**config.mk**
```make
export PLATFORM = sky130hd
export DESIGN_NAME = divide
export DESIGN_NICKNAME = d
export VERILOG_FILES = /design/src/rtl/divide_pkg.sv /design/src/rtl/divide_negate.sv /design/src/rtl/divide.sv
export SDC_FILE = /design/constraint.sdc
export NUM_CORES = 1
export LEC_CHECK = 0
export CORE_MARGIN = 2
export CORE_UTILIZATION = 50
export DETAILED_ROUTE_END_ITERATION = 10
export GPL_TIMING_DRIVEN = 0
export PLACE_DENSITY = 0.75
export REMOVE_ABC_BUFFERS = 1
export SETUP_SLACK_MARGIN = 0.1
export SYNTH_ARGS = -nofsm -noshare
export SYNTH_HDL_FRONTEND = slang
export SYNTH_SLANG_ARGS = --single-unit
```
**constraint.sdc**
```tcl
create_clock -name clk -period 3.2 [get_ports clk]
set_input_delay 0.48 -clock clk [delete_from_list [all_inputs] [get_ports clk]]
set_output_delay 0.48 -clock clk [all_outputs]
set_load 0.05 [all_outputs]
```
**src/rtl/divide_pkg.sv**
```systemverilog
// Shared definitions for the sequential signed divider: default width,
// controller state encoding and iteration-counter sizing.
package divide_pkg;

    localparam int DEFAULT_BITS = 32;

    typedef enum logic [1:0] {
        IDLE = 2'd0,
        RUN  = 2'd1,
        FIX  = 2'd2
    } state_t;

    // The counter has to represent BITS itself, hence the extra bit.
    function automatic int cnt_width(input int bits);
        return $clog2(bits) + 1;
    endfunction

endpackage

```
**src/rtl/divide_negate.sv**
```systemverilog
// Conditional two's-complement negation, used both to take operand
// magnitudes and to restore the signs of the results.
module divide_negate #(
    parameter int W = 32
) (
    input  logic [W-1:0] value,
    input  logic         en,
    output logic [W-1:0] result
);

    assign result = en ? (~value + W'(1)) : value;

endmodule

```
**src/rtl/divide.sv**
```systemverilog
// Multi-cycle signed divider: one restoring quotient bit per clock on the
// operand magnitudes, then a single fix-up cycle that restores the signs.
module divide
    import divide_pkg::*;
#(
    parameter int BITS = DEFAULT_BITS
) (
    input  logic            clk,
    input  logic            clr,
    input  logic            start,
    input  logic [BITS-1:0] dividend,
    input  logic [BITS-1:0] divisor,
    output logic            busy,
    output logic            done,
    output logic [BITS-1:0] quotient,
    output logic [BITS-1:0] remainder,
    output logic            div_by_zero
);

    localparam int            CW   = cnt_width(BITS);
    localparam logic [CW-1:0] LAST = CW'(BITS - 1);

    state_t          state, state_next;
    logic [CW-1:0]   cnt;
    logic [BITS:0]   prem;
    logic [BITS-1:0] qreg, dvs_mag, dvd_raw;
    logic            neg_q, neg_r, zero_dvs;

    logic [BITS-1:0] dvd_abs, dvs_abs, q_fixed, r_fixed;
    logic [BITS+1:0] shifted, diff;

    divide_negate #(.W(BITS)) u_dvd_abs (.value(dividend),         .en(dividend[BITS-1]), .result(dvd_abs));
    divide_negate #(.W(BITS)) u_dvs_abs (.value(divisor),          .en(divisor[BITS-1]),  .result(dvs_abs));
    divide_negate #(.W(BITS)) u_q_fix   (.value(qreg),             .en(neg_q),            .result(q_fixed));
    divide_negate #(.W(BITS)) u_r_fix   (.value(prem[BITS-1:0]),   .en(neg_r),            .result(r_fixed));

    // NOTE: sequential state uses non-blocking assignments so every register
    // samples pre-edge values regardless of block ordering.
    always_ff @(posedge clk or negedge clr) begin
        if (!clr) state <= IDLE;
        else      state <= state_next;
    end

    // NOTE: defaults come first so no path leaves state_next unassigned,
    // which would otherwise infer a latch.
    always_comb begin
        state_next = state;
        case (state)
            IDLE:    if (start) state_next = RUN;
            RUN:     if (cnt == LAST) state_next = FIX;
            FIX:     state_next = IDLE;
            default: state_next = IDLE;
        endcase
    end

    // Trial subtraction; a borrow out of the top bit means "restore".
    always_comb begin
        shifted = {1'b0, prem, qreg[BITS-1]};
        diff    = shifted - {2'b00, dvs_mag};
    end

    always_ff @(posedge clk or negedge clr) begin
        if (!clr) begin
            cnt         <= '0;
            prem        <= '0;
            qreg        <= '0;
            dvs_mag     <= '0;
            dvd_raw     <= '0;
            neg_q       <= 1'b0;
            neg_r       <= 1'b0;
            zero_dvs    <= 1'b0;
            busy        <= 1'b0;
            done        <= 1'b0;
            quotient    <= '0;
            remainder   <= '0;
            div_by_zero <= 1'b0;
        end else begin
            done <= 1'b0;
            case (state)
                IDLE: begin
                    if (start) begin
                        dvd_raw  <= dividend;
                        dvs_mag  <= dvs_abs;
                        qreg     <= dvd_abs;
                        prem     <= '0;
                        cnt      <= '0;
                        neg_q    <= dividend[BITS-1] ^ divisor[BITS-1];
                        neg_r    <= dividend[BITS-1];
                        zero_dvs <= (divisor == '0);
                        busy     <= 1'b1;
                    end
                end
                RUN: begin
                    cnt <= cnt + CW'(1);
                    if (!diff[BITS+1]) begin
                        prem <= diff[BITS:0];
                        qreg <= {qreg[BITS-2:0], 1'b1};
                    end else begin
                        prem <= shifted[BITS:0];
                        qreg <= {qreg[BITS-2:0], 1'b0};
                    end
                end
                FIX: begin
                    busy        <= 1'b0;
                    done        <= 1'b1;
                    div_by_zero <= zero_dvs;
                    if (zero_dvs) begin
                        quotient  <= '1;
                        remainder <= dvd_raw;
                    end else begin
                        quotient  <= q_fixed;
                        remainder <= r_fixed;
                    end
                end
                default: ;
            endcase
        end
    end

endmodule

```
==> reports/qor.yml <==
run_status:
  status: "finished, violations left"
  violations: "hold timing"
timing:
  fin_crit_sh_pct: 95.6
  finalSetupViolCount: 0
  final.min_clock_period_ps: 3060
  hold_violations: 25
  worstMarginPinSlew_ps: 1160
  slew_headroom_pct: 22.3
  fin_tns_setup_ps: 0
  final_max_slew_viol_count: 0
  fin_worst_skew_ps: 10.1
  setup_slack_ps: 141
  timing.fmax_ghz: 0.327
  whs_ps: -10.6
  rsz0062_at_grt: "true"
detailed_routing:
  wl_mm: 30.9
  routed.top_layer: "met4"
  num_vias: 10914
  vias_per_cell: 5.59
  drt_iter0_markers: 717
  wl_met2_mm: 14.9
  drcViolationCount: 0
  routedWlPerCell_um: 15.8
  wl_met3_mm: 1.26
  first_pass_iters: 7
  met1Wirelength_mm: 13.6
  ant_nets: 0
die:
  core_mm2: 0.0244
  io_pins: 134
  die_height_um: 162
  die_w_um: 162
  die_area_mm2: 0.0262
  rows: 57
  start_util_pct: 51.2
clock_tree:
  cts.sinks: 206
  cts.htree.levels: 1
  cts_tree: "built"
  clk_path_buf_depth: 3
  ctsHoldBuffers: 0
  clock-root-buffer: "clkbuf_16"
  cts_made_buffers: 23
  cts.clk_slew.worst_paths_ps: 60
  clk_latency_ps: 510
power:
  p_leak_uw: 0.00685
  irDropWorstVdd_uv: 557
  cellPowerDensity_mw_per_mm2: 1140
placement:
  place_area_mm2: 0.0143
  port_buffers: 133
  place.detailed.hpwl_mm: 21.9
  pre_cts_slack_ps: -988
  routabilityCongestion: 0.857
grt:
  grt_start_max_net_pins: 119
  antenna_found_initial: 0
  grt-ovfl-total: 0
  grt_usage_pct: 23.3
  grt_pass1_wl_mm: 50.8
  grt_pass1_vias: 10323
critical_path:
  critPathLaunchType: "flop"
  critPathMaxFanout: 4
  path_class: "reg -> reg"
  critPathCaptureType: "flop"
  r2r_cells: 9
  ff2ff_setup_slack_ps: 140
  cp.arrival_ps: 3480
  cp.required_ps: 3620
synth:
  ys_ff_latch: 206
  synth-seq-area-share_pct: 41.3
  synthFlopType: "dfrtp_1"
  syn_inst: 1482
  synth-edff-count: 0
  synth_area_mm2: 0.0125
  ys_warn_count: 0
  synth_area_per_cell_um2: 8.42
  async_reset_ff_share_pct: 100
  ys_types: 58
cells_and_area:
  area_delta_synth_final_pct: 25.5
  nNetsFinal: 1718
  nFillCells: 2069
  diodes: 0
  stdcell_area_mm2: 0.0157
  drive_gt1_share_pct: 10.7
job:
  maxCapViolations: 0
worst_hold_path:
  hold_path_class: "in -> async"
-- worst max-delay path: stages, from the launching register on --
cell,delay [ps]
dfrtp_2,410
or3_4,400
or4_4,450
or4_4,570
or4_4,460
o21ai_4,180
nand2_1,80
a22oi_2,170
o22ai_1,90
o21ai_1,170
-- per-stage QoR --
step | hold WS, ps | power [uW] | instances | util [%]
after CTS | 1.17 | 17000 | 1931 | 62.5
after global routing | 36.8 | 19300 | 1953 | 64.2
after global placement | 459 | 13500 | 1862 | 57.1
after floorplan | 184 | 11300 | 1405 | -
after detailed placement | 462 | 13900 | 1879 | 58.5
final | -10.6 | 17900 | 1953 | 64.2
-- sequential cells by signal (all words and copies together), names as in the netlist, 2 cells and up --
| name | flops |
|---|---|
| dvs_mag | 32 |
| remainder | 32 |
| quotient | 32 |
| state | 2 |
| dvd_raw | 32 |
| cnt | 6 |
| prem | 33 |
| qreg | 32 |
-- final timing paths --
| kind | from | end |
|---|---|---|
| setup / recovery | prem[9] | remainder[31] |
| hold / removal | clr | dvs_mag[2] |
| setup reg to reg | prem[9] | remainder[31] |
| hold reg to reg | dvs_mag[7] | dvs_mag[7] |
| max in group asynchronous | clr | qreg[31] |
| min in group clk | dividend[5] | dvd_raw[5] |
-- layout make-up --
type                    count  area [um2]  share of cell area, %
clock buffers              33         643                   4.11
clock inverters             8        72.6                  0.463
inverters                  54         205                   1.31
multi-input cells        1145        7220                   46.1
flip-flops and latches    206        5170                   33.0
well taps                 324         405                   2.59
repair buffers            183        1950                   12.4
-- cells in the mapped netlist (2+ instances only) --
cell type | number | area [um2]
o221ai_1 | 3 | 26.3
nor4_1 | 6 | 37.5
nand2b_1 | 7 | 43.8
o21ai_0 | 177 | 886
or4_1 | 9 | 67.6
nand2_1 | 241 | 905
a21oi_1 | 125 | 626
nor3_1 | 14 | 70.1
o21bai_1 | 5 | 37.5
buf_2 | 2 | 10.0
clkbuf_1 | 70 | 263
o22ai_1 | 2 | 12.5
and3_1 | 8 | 50.1
mux2i_1 | 20 | 200
xor2_1 | 122 | 1070
a2111oi_0 | 3 | 26.3
nor2_1 | 106 | 398
dfrtp_1 | 206 | 5150
a31o_2 | 2 | 17.5
o2111a_1 | 2 | 22.5
ha_1 | 37 | 463
and2_1 | 4 | 25.0
o31a_1 | 2 | 17.5
xnor2_1 | 28 | 245
buf_1 | 3 | 11.3
nor2b_1 | 13 | 81.3
or3_4 | 2 | 22.5
a31oi_1 | 11 | 68.8
inv_1 | 54 | 203
nand4_1 | 7 | 43.8
o21ai_1 | 3 | 15.0
nand4b_1 | 2 | 17.5
or2_2 | 7 | 43.8
or3_1 | 22 | 138
a22oi_1 | 30 | 225
o31ai_1 | 35 | 263
a21o_1 | 14 | 105
o41ai_1 | 12 | 105
a311oi_1 | 2 | 17.5
nand3b_1 | 5 | 37.5
nand3_1 | 37 | 185
o21a_1 | 3 | 22.5
or4_4 | 4 | 45.0
-- report_power, final --
group,switching (uW),internal [uW]
logic,5860,4540
clock network,1030,1480
registers,1250,3720
-- per-layer routing --
metal / global-route usage (%) / up-vias
met2: 39.6 / 254
met5: 0 / -
met1: 31.1 / 5157
met4: 8.17 / 0
li1: - / 5448
met3: 2.48 / 55
-- cells in the final DEF (no fill, tap or decap), types with 8 or more instances in the layout --
master | synthesis | layout
a31oi_1 | 11 | 10
clkdlybuf4s50_1 | 0 | 130
xnor2_1 | 28 | 27
a22oi_1 | 30 | 29
clkbuf_16 | 0 | 25
dfrtp_1 | 206 | 195
a21o_1 | 14 | 14
ha_1 | 37 | 29
a21oi_2 | 0 | 9
xor2_1 | 122 | 121
nand2_1 | 241 | 236
inv_1 | 54 | 53
mux2i_1 | 20 | 20
o31ai_1 | 35 | 31
o21ai_1 | 3 | 11
nand3_1 | 37 | 35
dfrtp_2 | 0 | 11
o41ai_1 | 12 | 11
nor2_1 | 106 | 103
nor3_1 | 14 | 14
and3_1 | 8 | 8
or3_1 | 22 | 19
nor2b_1 | 13 | 11
o21ai_0 | 177 | 167
a21oi_1 | 125 | 115
buf_4 | 1 | 30
-- logic make-up after synthesis --
family,Yosys count,share of synthesized area [%]
adders and majority gates,38,3.87
xor gates and xnor gates,150,10.5
AOI/OAI and AO/OA,439,20.7
and+or+nand+nor,498,18.0
DFF,206,41.3
buffers and inverters,131,4.02
muxes,20,1.60
-- repair_timing --
item                                    4_1_cts  5_1_grt
pin swaps                                    12       19
gates cloned                                  0        2
gates resized for setup                      35       54
endpoints found under the setup margin       40       44
setup buffers                                11       20
No activity file was read; power rests on OpenSTA's default activity.
